**config.mk**
```make
export PLATFORM = sky130hd
export DESIGN_NAME = cam_pixel_fifo_drain
export DESIGN_NICKNAME = d
export VERILOG_FILES = /design/src/rtl/cam_pixel_fifo_drain.sv
export SDC_FILE = /design/constraint.sdc
export NUM_CORES = 1
export LEC_CHECK = 0
export BUFFER_PORTS_ARGS = -buffer_cell sky130_fd_sc_hd__buf_2
export CAP_MARGIN = 20
export CORE_MARGIN = 2
export CORE_UTILIZATION = 52
export CTS_CLUSTER_SIZE = 28
export DETAILED_ROUTE_END_ITERATION = 10
export PLACE_DENSITY_LB_ADDON = 0.2
export RECOVER_POWER = 25
export SETUP_SLACK_MARGIN = 0.5
export SYNTH_ARGS = -nofsm -noshare
export SYNTH_HDL_FRONTEND = slang
export SYNTH_SLANG_ARGS = --single-unit
export TNS_END_PERCENT = 50
```
**constraint.sdc**
```tcl
create_clock -name clk_i -period 3.6 [get_ports clk_i]
set_input_delay 0.72 -clock clk_i [delete_from_list [all_inputs] [get_ports clk_i]]
set_output_delay 0.72 -clock clk_i [all_outputs]
set_load 0.01 [all_outputs]
```
**src/rtl/cam_pixel_fifo_drain.sv**
```systemverilog
// Read-side drain for the camera pixel remap FIFO: credit-limited rd_en, skid buffer, AXI-stream-style output.
// Optional macro CAM_PIXEL_FIFO_DRAIN_STATS_EN adds frame_cnt_o and stall_cnt_o.
module cam_pixel_fifo_drain #(
  parameter int DATA_WIDTH = 32,
  parameter int H_ACTIVE   = 640,
  parameter int V_ACTIVE   = 480,
  parameter int RD_LATENCY = 2,
  parameter int BUF_DEPTH  = 4
) (
  input  logic                  clk_i,
  input  logic                  a_rstn_i,
  input  logic                  enable_i,
  input  logic                  clr_i,
  input  logic                  fifo_empty_i,
  input  logic                  fifo_rd_valid_i,
  input  logic [DATA_WIDTH-1:0] fifo_rdata_i,
  output logic                  fifo_rd_en_o,
  output logic                  m_tvalid_o,
  input  logic                  m_tready_i,
  output logic [DATA_WIDTH-1:0] m_tdata_o,
  output logic                  m_tuser_o,
  output logic                  m_tlast_o,
`ifdef CAM_PIXEL_FIFO_DRAIN_STATS_EN
  output logic [15:0]           frame_cnt_o,
  output logic [31:0]           stall_cnt_o,
`endif
  output logic                  err_spurious_o,
  output logic                  err_overrun_o
);

  localparam int PW = $clog2(BUF_DEPTH);
  localparam int CW = PW + 1;
  localparam int XW = (H_ACTIVE > 1) ? $clog2(H_ACTIVE) : 1;
  localparam int YW = (V_ACTIVE > 1) ? $clog2(V_ACTIVE) : 1;
  localparam logic [CW-1:0] DEPTH_C  = CW'(BUF_DEPTH);
  localparam logic [CW:0]   OCC_MAX  = (CW+1)'(BUF_DEPTH);
  localparam logic [XW-1:0] X_LAST   = XW'(H_ACTIVE - 1);
  localparam logic [YW-1:0] Y_LAST   = YW'(V_ACTIVE - 1);

  if (BUF_DEPTH < RD_LATENCY + 2 || (BUF_DEPTH & (BUF_DEPTH - 1)) != 0) begin : g_bad_depth
    $error("BUF_DEPTH must be a power of 2 and >= RD_LATENCY+2");
  end

  logic                  run_q, run_d;
  logic [CW-1:0]         inflight_q, inflight_d;
  logic [CW-1:0]         count_q, count_d;
  logic [PW-1:0]         wr_ptr_q, wr_ptr_d;
  logic [PW-1:0]         rd_ptr_q, rd_ptr_d;
  logic [XW-1:0]         x_q, x_d;
  logic [YW-1:0]         y_q, y_d;
  logic                  err_sp_q, err_sp_d;
  logic                  err_ov_q, err_ov_d;
  logic [DATA_WIDTH-1:0] mem_q [BUF_DEPTH];
`ifdef CAM_PIXEL_FIFO_DRAIN_STATS_EN
  logic [15:0]           frame_cnt_q, frame_cnt_d;
  logic [31:0]           stall_cnt_q, stall_cnt_d;
`endif

  logic          rd_en, pop, push, full, dec_ok, x_wrap, y_wrap, mem_we;
  logic [CW:0]   occ;

  always_comb begin
    occ    = {1'b0, count_q} + {1'b0, inflight_q};
    rd_en  = run_q & enable_i & ~fifo_empty_i & ~clr_i & (occ < OCC_MAX);
    full   = (count_q == DEPTH_C);
    pop    = (count_q != '0) & m_tready_i;
    // A full buffer can still take a word when the head leaves in the same cycle.
    push   = fifo_rd_valid_i & (~full | pop);
    dec_ok = fifo_rd_valid_i & (inflight_q != '0);
    x_wrap = (x_q == X_LAST);
    y_wrap = (y_q == Y_LAST);
    mem_we = push & ~clr_i;

    run_d      = 1'b1;
    inflight_d = inflight_q;
    count_d    = count_q;
    wr_ptr_d   = wr_ptr_q;
    rd_ptr_d   = rd_ptr_q;
    x_d        = x_q;
    y_d        = y_q;
    err_sp_d   = err_sp_q;
    err_ov_d   = err_ov_q;
`ifdef CAM_PIXEL_FIFO_DRAIN_STATS_EN
    frame_cnt_d = frame_cnt_q;
    stall_cnt_d = stall_cnt_q;
`endif

    if (clr_i) begin
      inflight_d = '0;
      count_d    = '0;
      wr_ptr_d   = '0;
      rd_ptr_d   = '0;
      x_d        = '0;
      y_d        = '0;
      err_sp_d   = 1'b0;
      err_ov_d   = 1'b0;
`ifdef CAM_PIXEL_FIFO_DRAIN_STATS_EN
      frame_cnt_d = '0;
      stall_cnt_d = '0;
`endif
    end else begin
      inflight_d = inflight_q + CW'(rd_en) - CW'(dec_ok);
      count_d    = count_q + CW'(push) - CW'(pop);
      wr_ptr_d   = wr_ptr_q + PW'(push);
      rd_ptr_d   = rd_ptr_q + PW'(pop);
      err_sp_d   = err_sp_q | (fifo_rd_valid_i & (inflight_q == '0));
      err_ov_d   = err_ov_q | (fifo_rd_valid_i & full & ~pop);
      if (pop) begin
        if (x_wrap) begin
          x_d = '0;
          y_d = y_wrap ? '0 : y_q + YW'(1);
        end else begin
          x_d = x_q + XW'(1);
        end
      end
`ifdef CAM_PIXEL_FIFO_DRAIN_STATS_EN
      if (pop & x_wrap & y_wrap) frame_cnt_d = frame_cnt_q + 16'd1;
      if ((count_q != '0) & ~m_tready_i & (stall_cnt_q != '1)) stall_cnt_d = stall_cnt_q + 32'd1;
`endif
    end
  end

  always_ff @(posedge clk_i or negedge a_rstn_i) begin
    if (!a_rstn_i) begin
      run_q      <= 1'b0;
      inflight_q <= '0;
      count_q    <= '0;
      wr_ptr_q   <= '0;
      rd_ptr_q   <= '0;
      x_q        <= '0;
      y_q        <= '0;
      err_sp_q   <= 1'b0;
      err_ov_q   <= 1'b0;
`ifdef CAM_PIXEL_FIFO_DRAIN_STATS_EN
      frame_cnt_q <= '0;
      stall_cnt_q <= '0;
`endif
    end else begin
      run_q      <= run_d;
      inflight_q <= inflight_d;
      count_q    <= count_d;
      wr_ptr_q   <= wr_ptr_d;
      rd_ptr_q   <= rd_ptr_d;
      x_q        <= x_d;
      y_q        <= y_d;
      err_sp_q   <= err_sp_d;
      err_ov_q   <= err_ov_d;
`ifdef CAM_PIXEL_FIFO_DRAIN_STATS_EN
      frame_cnt_q <= frame_cnt_d;
      stall_cnt_q <= stall_cnt_d;
`endif
    end
  end

  // Storage needs no reset: the head is masked to zero whenever the buffer is empty.
  always_ff @(posedge clk_i) begin
    if (mem_we) mem_q[wr_ptr_q] <= fifo_rdata_i;
  end

  assign fifo_rd_en_o   = rd_en;
  assign m_tvalid_o     = (count_q != '0);
  assign m_tdata_o      = m_tvalid_o ? mem_q[rd_ptr_q] : '0;
  assign m_tuser_o      = (x_q == '0) & (y_q == '0);
  assign m_tlast_o      = x_wrap;
  assign err_spurious_o = err_sp_q;
  assign err_overrun_o  = err_ov_q;
`ifdef CAM_PIXEL_FIFO_DRAIN_STATS_EN
  assign frame_cnt_o    = frame_cnt_q;
  assign stall_cnt_o    = stall_cnt_q;
`endif

endmodule

```
---- After elaboration in Yosys (flattened, before gate mapping) ----
Memories as Yosys holds them, arrays and structs flattened.
Cells that the tools add are included.
storage, ports and cells
  register bits ........................... 32
  bits in latches ......................... 0
  memory bits (writable) .................. 128
  bits in read-only memories .............. 0
  input port bits ......................... 39
  output and inout bits ................... 38
  logic and storage cells ................. 66
  memories kept ........................... 1
memories
  name   words  width  rd ports  clocked after memory_dff  write ports  RTL line  source
  mem_q  4      32     1         0                         1            53        logic [DATA_WIDTH-1:0] mem_q [BUF_DEPTH];
operators by class
  add/sub/neg operators ................... 9
  multipliers ............................. 0
  div/mod/pow operators ................... 0
  $lt $le $gt $ge ......................... 1
  eq/ne operators ......................... 3
  shift-type cells ........................ 0
  multiplexer cells ....................... 16
  bitwise gates (word level) .............. 19
  reductions and logical operators ........ 8
operators with widths
  operator                 number
  $mux W9                  4
  $mux W32                 1
  $mux W10                 3
  $and A1 B1 Y1            12
  $add A10 B1 Y10 const B  1
  $eq A10 B10 Y1 const B   1
  $logic_not A10 Y1        1
  $add A9 B1 Y9 const B    1
  $eq A9 B9 Y1 const B     1
  $logic_not A9 Y1         1
  $add A3 B1 Y3            2
  $mux W3                  2
  $reduce_bool A3 Y1       2
  $sub A3 B1 Y3            2
  $add A2 B1 Y2            2
  $add A3 B3 Y4            1
  $lt A4 B3 Y1 const B     1
  $mux W1                  4
  $mux W2                  2
  $not A1 Y1               4
  $reduce_bool A2 Y1       2
  $eq A3 B3 Y1 const B     1
  $logic_not A3 Y1         1
  $or A1 B1 Y1             3
  $reduce_and A2 Y1        1

---- Depth between registers and ports, before layout ----
Gate-level depths: netlist of run 1.
  depth after elaboration ................. 7
  mapped depth ............................ 10
  depth with buffers taken out ............ 9

---- Worst setup path after synthesis of run 1 ----
Ideal clock, no wire load.
  path type ............................... input-to-reg
  start point ............................. in clr_i
  end point ............................... mem mem_q[1][0] (enable)
  setup time .............................. 0.468 ns
  data arrival time ....................... 3.536 ns
  data required time ...................... 3.132 ns
  slack ................................... -0.404 ns
  stages .................................. 4
  buffers on the path ..................... 1
  cell sequence ........................... clkbuf_1 > inv_1 > nand2b_1 > nor3b_1
on the way
  word-level cells in the longest chain between the ends .. 4
ends and longest elaborated chain
  element                        RTL line  source
  from (decl)                    13        input logic clr_i,
  $not A1 Y1                     72        mem_we = push & ~clr_i;
  $and A1 B1 Y1                  72
  $mux W1                        157       if (mem_we) mem_q[wr_ptr_q] <= fifo_rdata_i;
  $mux W1 (not written as such)  157
  to (decl)                      53
Every way passes these cells.

---- Final worst setup path of run 1 ----
  start point ............................. reg rd_ptr_q[0]
  end point ............................... out m_tdata_o[1]
on the way
  word-level cells in the longest chain between the ends .. 2
ends and longest elaborated chain
  element                 RTL line  source
  from (decl)             48        logic [PW-1:0] rd_ptr_q, rd_ptr_d;
  from (signal assigned)  143       rd_ptr_q <= rd_ptr_d;
  $mem_v2 Z4 W32          -
  $mux W32                162       assign m_tdata_o = m_tvalid_o ? mem_q[rd_ptr_q] : '0;
  to (decl)               20        output logic [DATA_WIDTH-1:0] m_tdata_o,
Every way passes these cells.

==> flow_metrics.tcl, run 1 <==
set metrics [dict create \
    synth.distinct_cells 49 \
    clk_pin_slew_ns 0.06 \
    setup_viol 0 \
    slew_headroom_pct 44.2 \
    seqCellArea_mm2 0.00465 \
    critPathLaunchType "flip-flop" \
    syn_to_final_growth_pct 18.1 \
    clockBufferDepth 2 \
    worst-path-buf-inv 2 \
    ios 77 \
    arrival_ns 2.13 \
    max_freq_mhz 351 \
    placed_area_mm2 0.00728 \
    worst_slew_pin_slew_ns 0.837 \
    dp.cells 626 \
    die_y_um 117 \
    crit_fanout 18 \
    power_frac_clock_pct 35.0 \
    drc 0 \
    p_seq_share_pct 43.2 \
    place_ws_ns 0.996 \
    ys.flop_type "edfxtp_1" \
    clock_skew_ns 0.00817 \
    max-cap-violations 0 \
    min_period_over_period_pct 79.1 \
    gp_congestion 0.793 \
    slew_violations 0 \
    setup.worst_path.end_class "output port" \
    antenna_found_initial 0 \
    drtPass1Iterations 4 \
    portBuffers 76 \
    crit_slowest_cell "dfrtp_4" \
    clkSinkCount 160 \
    fp.coreArea_mm2 0.0126 \
    die_width_um 117 \
    hold_class "input port to async pin" \
    ys_warn_count 0 \
    place_hpwl_um 7440 \
    rsz0062_at_grt "false" \
    cts_root_buffer "clkbuf_16" \
    crit_chain "buf_12 > mux4_2 > nor2b_1 > buf_2" \
    final_cell_mix "edfxtp_1 (128), buf_2 (52), nor2b_1 (37)" \
    rows 41 \
    finalInstanceArea_mm2 0.00786 \
    finalNonFillerCells 657 \
    fin_setup_tns_ns 0 \
    cts_tree "done" \
    fin_crit_ns 2.85 \
    layout-drive-gt1-share_pct 27.8 \
    seq_area_frac_synth_pct 69.8 \
    grt_usage_pct 18.2 \
    syn_inst 385 \
    hold_ws_ns 0.367 \
    grt.overflow.total 0 \
    grt_pass1_wl_um 18000 \
    post_cts_buffers 0 \
    grt_max_degree 34 \
    cts-buffers-inserted 17 \
    worstSetupPathType "flip-flop to output port" \
    fin_nets 526 \
    internal_power_mw 3.84 \
    power.density_mw_per_mm2 662 \
    synth_edf_count 128 \
    wire_per_inst_um 18.1 \
    fillers 957 \
    dieArea_mm2 0.0137 \
    finalHoldViolCount 0 \
    worstSkewPairLatency_ns 0.42 \
    multi_input_area_mm2 0.00190 \
    initial_core_util_pct 52.9 \
    synthArstFlopShare_pct 20.0 \
    finalWorstSetupSlack_ns 0.753 \
    grt_pass1_vias 3436 \
    htreeDepth 4 \
    syn-num-nets 438 \
    worstPathRequired_ns 2.88 \
    drtIter0Drc 233 \
    status "finished clean" \
    vias 3563 \
    switching_share_pct 26.1 \
    p_comb_share_pct 21.8 \
    wl_um 11900 \
    crit_family "flip-flops" \
    avgViaCountPerCell 5.42 \
    avgSynthCellArea_um2 17.3 \
    ir_drop_uv 331 \
    syn-cell-area_mm2 0.00665 \
    synth.ff_latch_count 160 \
    postRouteAntennaNets 0 \
    p_switching_mw 1.36 \
    power.leakage_nw 2.85 \
    diodes 0 \
    critical_path.max_stage_delay_ns 0.63 \
    final_common_cell "edfxtp_1" \
]
cells in the mapped netlist (3+ instances only):
library cell	instances	area (um2)
edfxtp_1	128	3840
nor2b_1	37	231
dfrtp_1	32	801
mux4_2	32	721
nor2_1	17	63.8
inv_1	14	52.6
ha_1	12	150
nand3_1	12	60.1
clkbuf_1	10	37.5
a21oi_1	7	35.0
xnor2_1	7	61.3
xor2_1	6	52.6
nand2_1	5	18.8
o211ai_1	5	37.5
nor3_1	4	20.0
nor4_1	4	25.0
o31ai_1	4	30.0
and2_1	3	18.8
and4_1	3	26.3
buf_2	3	15.0
mux2i_1	3	30.0
nand4_1	3	18.8
power by group through the flow:
stage               clock network [mW]  logic [mW]  registers, mW
detailed placement                   0        1.15           2.29
global route                      1.92        1.26           2.27
finish                            1.82        1.13           2.25
global placement                     0        1.13           2.28
floorplan                            0       0.808           2.20
CTS                               1.86        1.16           2.25
final timing paths:
check                       startpoint           end  cells after the start  slack [ns]
setup / recovery           rd_ptr_q[0]  m_tdata_o[1]                      4        0.75
hold / removal                a_rstn_i        y_q[2]                      1        0.37
setup reg to reg            count_q[1]    count_q[2]                      9        1.02
hold reg to reg                 x_q[9]        x_q[9]                      1        0.52
max in group asynchronous     a_rstn_i   rd_ptr_q[0]                      1        2.69
min in group clk_i              x_q[9]        x_q[9]                      1        0.52
logic make-up (layout without fill, tap and decap cells):
family,after synthesis,after routing,share of synthesized area (%)
buffers and inverters,31,131,1.96
AO/OA/AOI/OAI,26,26,2.75
XOR/XNOR,13,13,1.71
adder cells (fa/ha/maj),14,14,2.86
flip-flops,160,160,69.8
other,1,1,0.0564
multiplexers,36,36,11.5
AND/OR/NAND/NOR,104,104,9.40
cell type report:
type	count	area share, %
clock buffers	20	5.56
clock inverters	11	2.10
inverters	15	0.749
multi-input cells	194	24.2
flip-flops and latches	160	59.2
well taps	172	2.74
repair buffers	85	5.48
layer usage:
metal  routed length (um)  track usage (%)
met5                    0                0
met4                   99             5.49
met3                  441             5.41
met2                 6110             30.1
met1                 5230             23.6
stage by stage:
step                power, mW  utilization (%)
floorplan                3.01                -
global placement         3.42             57.9
detailed placement       3.44             57.9
CTS                      5.27             62.7
global route             5.46             62.5
finish                   5.20             62.5
registers in the layout (all words and copies together), names as in the netlist:
register and flops:
count_q 3, err_overrun_o 1, err_spurious_o 1, inflight_q 3, mem_q 128, rd_ptr_q 2, run_q 1, wr_ptr_q 2
x_q 10, y_q 9
repair_timing:
| action | in CTS | in global routing |
|---|---|---|
| endpoints found under the setup margin | 0 | 1 |
| hold buffers | 0 | 0 |
| resized for setup | 0 | 1 |
No activity file was read; power rests on OpenSTA's default activity.
==> inputs of run 2 (changes only) <==
ABC_AREA = 1   (was default)
CORE_UTILIZATION = 53   (was 52)
clock period = 2.5 ns   (was 3.6 ns; I/O delays follow)
==> run 2 against run 1 <==
  * Power up 84%
  * Worst hold slack worse by 0.24 ns
  * Register-to-register slack worse by 0.74 ns
  * Combinational power rose to 3.4 times the previous value
  * Area after synthesis up 4.7%
  * Largest cell class unchanged
==> flow_metrics.tcl, run 2 <==
set metrics [dict create \
    finalNonFillerCells 985 \
    grt_pass1_wl_um 26400 \
    synth_area_leaders "edfxtp_1 (55%), dfrtp_1 (11%), nor2_1 (9.1%)" \
    slew_headroom_pct 51.7 \
    setup.worst_path.end_class "output port" \
    layout-drive-gt1-share_pct 33.1 \
    rsz0062_at_grt "true" \
    drtPass1Iterations 5 \
    synthArstFlopShare_pct 20.0 \
    place_hpwl_um 8950 \
    cts-buffers-inserted 17 \
    multi_input_area_mm2 0.00244 \
    syn_to_final_growth_pct 37.3 \
    dp.cells 886 \
    crit_cells 7 \
    power.leakage_nw 3.77 \
    grt_max_degree 33 \
    grt_usage_pct 24.8 \
    min_period_over_period_pct 93.9 \
    grt_pass1_vias 5259 \
    fillers 812 \
    hold_class "input port to async pin" \
    final_common_cell "nor2_1" \
    critical_path.max_stage_delay_ns 0.42 \
    arrival_ns 1.85 \
    crit_slowest_cell "dfrtp_2" \
    ys_warn_count 0 \
    crit_family "buffers and inverters" \
    clk_pin_slew_ns 0.06 \
    synth.ff_latch_count 160 \
    syn-num-nets 699 \
    avgSynthCellArea_um2 10.8 \
    dieArea_mm2 0.0141 \
    setup_viol 0 \
    yosysMostFrequentCell "nor2_1" \
    power.density_mw_per_mm2 1000 \
    fin_setup_tns_ns 0 \
    worst-path-buf-inv 3 \
    rows 41 \
    fin_nets 853 \
    max-cap-violations 0 \
    syn_inst 646 \
    slew_violations 0 \
    drtIter0Drc 605 \
    finalHoldViolCount 0 \
    ys_top_cells_by_count "nor2_1 (168), edfxtp_1 (128), o21ai_0 (74)" \
    worstSkewPairLatency_ns 0.43 \
    final_cell_mix "nor2_1 (136), edfxtp_1 (128), nand2_1 (56)" \
    synth_edf_count 128 \
    p_total_mw 9.56 \
    regMostFlops "mem_q" \
    wl_um 19400 \
    fp.coreArea_mm2 0.0127 \
    critPathLaunchType "flip-flop" \
    final_util_pct 75.1 \
    crit_chain "buf_12 > buf_12 > nor2_1 > nor2_1 > o21ai_0 > a21oi_1 > buf_2" \
    synth.distinct_cells 34 \
    htreeDepth 4 \
    gp_congestion 0.881 \
    avgViaCountPerCell 5.59 \
    reg_top3 "mem_q (128), x_q (10), y_q (9)" \
    worst_slew_pin_slew_ns 0.725 \
    portBuffers 76 \
    drc 0 \
    worstSetupPathType "flip-flop to output port" \
    rr_worst_depth 10 \
    grt.overflow.total 0 \
    max_freq_mhz 426 \
    seqCellArea_mm2 0.00466 \
    yosys.area.top_type_share_pct 55.2 \
    cts_tree "done" \
    yosys.area.top_type "edfxtp_1" \
    antenna_found_initial 0 \
    status "finished clean" \
    syn-cell-area_mm2 0.00696 \
    clkSinkCount 160 \
    ir_drop_uv 583 \
    die_width_um 119 \
    fin_crit_ns 2.35 \
    cts_root_buffer "clkbuf_16" \
    seq_area_frac_synth_pct 66.7 \
    postRouteAntennaNets 0 \
    worstPathRequired_ns 2.00 \
    ios 77 \
    initial_core_util_pct 54.7 \
    vias 5505 \
    clockBufferDepth 2 \
    ys.flop_type "edfxtp_1" \
    largest_register_ffs 128 \
    clock_skew_ns 0.00851 \
    diodes 0 \
    hold_ws_ns 0.129 \
    holdBufCountCts 0 \
    crit_fanout 6 \
    die_y_um 119 \
    wire_per_inst_um 19.7 \
]
[run 2: cell count changes in the layout (fill, tap and decap cells not counted), moves of 29 or more]
cell,before,now
buf_4,8,44
mux4_2,32,0
nand2_1,5,56
nor2_1,17,136
nor2b_1,37,0
o21ai_0,2,31
o21ai_1,0,40
[run 2: final timing paths]
| check | from | endpoint | slack [ns] |
|---|---|---|---|
| setup / recovery | rd_ptr_q[0] | m_tdata_o[21] | 0.15 |
| hold reg to reg | err_spurious_o | err_spurious_o | 0.50 |
| hold / removal | a_rstn_i | y_q[5] | 0.13 |
| setup reg to reg | inflight_q[2] | inflight_q[2] | 0.28 |
| max in group asynchronous | a_rstn_i | rd_ptr_q[0] | 1.85 |
| min in group clk_i | fifo_rdata_i[25] | mem_q[2][25] | 0.30 |
[run 2: worst register-to-register path: stages, from the launching register on]
cell and delay (ns):
dfrtp_1 0.43, ha_4 0.26, nor3_2 0.12, nand2_1 0.12, nor4b_4 0.29, buf_4 0.17
ha_4 0.12, inv_2 0.03, fa_2 0.34, a21oi_1 0.17, nor3_2 0.06
[run 2: layout make-up]
class	instances	area share, %
Clock buffer	22	5.07
Sequential cell	160	48.7
Inverter	42	2.09
Tap cell	172	2.25
Multi-Input combinational cell	418	25.5
Clock inverter	10	0.890
Timing Repair Buffer	161	15.5
[run 2: power by group]
part           total, mW  leakage, nW  internal, mW  switching [mW]
logic               3.86         1.90          1.78            2.08
registers           3.21         1.58          3.07           0.147
clock network       2.49        0.285          1.47            1.02
[run 2: what timing repair did]
action                                 CTS  global route
pin swaps                               19            45
gates resized for setup                 60           130
gates cloned                             9             7
setup buffers                           26            25
setup endpoints to repair               39            84
endpoints found under the hold margin    0             0
[run 2: logic make-up (layout without fill, tap and decap cells)]
logic type	after synthesis	in the layout	share of synthesized area, %
other	1	1	0.0538
adder cells (fa/ha/maj)	14	14	2.73
XOR/XNOR	5	5	0.629
flip-flops	160	160	66.7
AO/OA/AOI/OAI	118	118	8.77
AND/OR/NAND/NOR	280	280	17.1
buffers and inverters	68	235	3.99
[run 2: per-stage QoR]
stage | setup slack (ns) | instance area [um2]
floorplan | 0.354 | 7050
global placement | 0.397 | 7670
detailed placement | 0.312 | 7670
CTS | 0.202 | 8880
global route | 0.0695 | 9560
finish | 0.152 | 9560
[run 2: per-layer routing]
metal | vias up | global-route usage, % | wire length (um)
li1 | 2516 | - | -
met1 | 2690 | 29.3 | 7190
met2 | 246 | 44.1 | 10300
met3 | 53 | 4.97 | 1290
met4 | 0 | 9.82 | 561
met5 | - | 0 | 0
==> inputs of run 3 (changes only) <==
CORE_UTILIZATION = 58   (was 53)
clock period = 2.2 ns   (was 2.5 ns; I/O delays follow)
==> run 3 against run 2 <==
  * The flow now finishes with violations (negative setup slack)
  * Power rose by 14%
  * Via count rose by 0.36%
  * Register-to-register slack got worse by 0.40 ns
  * Final cell count fell by 3.7%
  * Sequential power rose by 14%
  * Cell area rose by 0.55%
  * Clock skew fell by 0.0015 ns
  * Non-clock buffer count fell by 9
  * Die area fell by 8.3%
  * Critical path depth rose by 1
  * Wire length rose by 3.5%
  * Largest cell class unchanged
==> flow_metrics.tcl, run 3 (synthesis results as in run 2) <==
set metrics [dict create \
    status "finished, violations left" \
    failed_checks "negative setup slack" \
    rows 40 \
    initial_core_util_pct 58.7 \
    grt.overflow.total 0 \
    fin_crit_ns 2.34 \
    grt_pass1_vias 4878 \
    drtIter0Drc 609 \
    min_period_over_period_pct 106 \
    cts_tree "done" \
    regMostFlops "mem_q" \
    p_total_mw 10.9 \
    postRouteAntennaNets 0 \
    largest_register_ffs 128 \
    crit_family "buffers and inverters" \
    syn_to_final_growth_pct 38.0 \
    diodes 0 \
    cts_root_buffer "clkbuf_16" \
    portBuffers 76 \
    layout-drive-gt1-share_pct 34.4 \
    holdBufCountCts 0 \
    wire_per_inst_um 21.2 \
    drc 0 \
    worst_slew_pin_slew_ns 0.739 \
    die_y_um 114 \
    htreeDepth 4 \
    crit_slowest_cell "dfrtp_4" \
    final_cell_mix "edfxtp_1 (128), nor2_1 (123), nand2_1 (55)" \
    clockBufferDepth 2 \
    crit_chain "buf_12 > buf_12 > clkbuf_16 > nor2_2 > nor2_2 > o21ai_1 > a21oi_1 > buf_2" \
    worstSetupPathType "flip-flop to output port" \
    die_width_um 114 \
    ir_drop_uv 620 \
    hold_ws_ns 0.0691 \
    final_common_cell "edfxtp_1" \
    power.density_mw_per_mm2 1140 \
    fp.coreArea_mm2 0.0119 \
    worstSkewPairLatency_ns 0.43 \
    rsz0062_at_grt "true" \
    setup.worst_path.end_class "output port" \
    drtPass1Iterations 6 \
    cts-buffers-inserted 17 \
    finalHoldViolCount 0 \
    setup_viol 30 \
    gp_congestion 0.848 \
    clock_skew_ns 0.00703 \
    max_freq_mhz 427 \
    avgViaCountPerCell 5.82 \
    dieArea_mm2 0.0129 \
    wl_um 20100 \
    antenna_found_initial 0 \
    arrival_ns 1.90 \
    ios 77 \
    clk_pin_slew_ns 0.06 \
    worstPathRequired_ns 1.76 \
    power.leakage_nw 3.74 \
    grt_max_degree 37 \
    place_hpwl_um 9010 \
    clkSinkCount 160 \
    vias 5525 \
    slew_headroom_pct 50.7 \
    max-cap-violations 0 \
    worst-path-buf-inv 4 \
    fin_nets 844 \
    critical_path.max_stage_delay_ns 0.49 \
    slew_violations 0 \
    grt_pass1_wl_um 23300 \
    grt_usage_pct 23.5 \
    critPathLaunchType "flip-flop" \
    hold_class "input port to async pin" \
    crit_fanout 7 \
    reg_top3 "mem_q (128), x_q (10), y_q (9)" \
    finalWorstSetupSlack_ns -0.143 \
]
-- run 3: routing by layer --
layer | GRT usage (%) | up-vias | share of wire, %
li1 | - | 2496 | -
met1 | 28.5 | 2697 | 38
met2 | 41.1 | 281 | 52
met3 | 5.21 | 51 | 7.5
met4 | 9.51 | 0 | 2.7
met5 | 0 | - | 0
-- run 3: path summary, 6_finish.rpt --
path | slack [ns] | end | cells after the start | start
setup reg to reg | -0.12 | inflight_q[2] | 10 | inflight_q[1]
hold / removal | 0.07 | run_q | 1 | a_rstn_i
max in group asynchronous | 1.57 | rd_ptr_q[0] | 1 | a_rstn_i
setup / recovery | -0.14 | m_tdata_o[10] | 8 | rd_ptr_q[0]
hold reg to reg | 0.50 | err_overrun_o | 1 | err_overrun_o
min in group clk_i | 0.23 | mem_q[0][27] | 1 | fifo_rdata_i[27]
-- run 3: cell type report --
class,count,area [um2]
Tap cell,147,184
Sequential cell,160,4660
Multi-Input combinational cell,418,2520
Timing Repair Buffer,152,1550
Fill cell,616,2250
Clock inverter,11,75.1
Inverter,42,189
Clock buffer,19,433
-- run 3: where the power goes --
group	total (mW)	internal [mW]	switching (mW)
sequential	3.66	3.49	0.171
clock	2.65	1.51	1.14
combinational	4.63	2.13	2.50
total	10.9	7.13	3.81
-- run 3: timing repair --
| action | in CTS | in global routing |
|---|---|---|
| gates resized for setup | 55 | 159 |
| endpoints found under the setup margin | 40 | 152 |
| pin swaps | 48 | 43 |
| buffers inserted | 6 | 25 |
| gates cloned | 2 | 22 |
-- run 3: per-stage QoR --
stage	utilization, %	worst slack, ns	setup TNS, ns	area, um2	std cells
after detailed placement	65.3	0.00933	0	7740	864
after floorplan	-	0.0541	0	7050	646
final	81.0	-0.143	-1.81	9610	949
after CTS	71.2	-0.0317	-0.121	8450	902
after global routing	81.0	-0.227	-3.89	9610	949
after global placement	65.3	0.0955	0	7740	864
-- run 3: worst register-to-register path, delay by kind of cell, from the launching register on --
kind	cells	cell delay, ns
adder cells (fa/ha/maj)	3	0.64
buffers and inverters	2	0.20
flip-flops	1	0.47
AND/OR/NAND/NOR	5	0.93
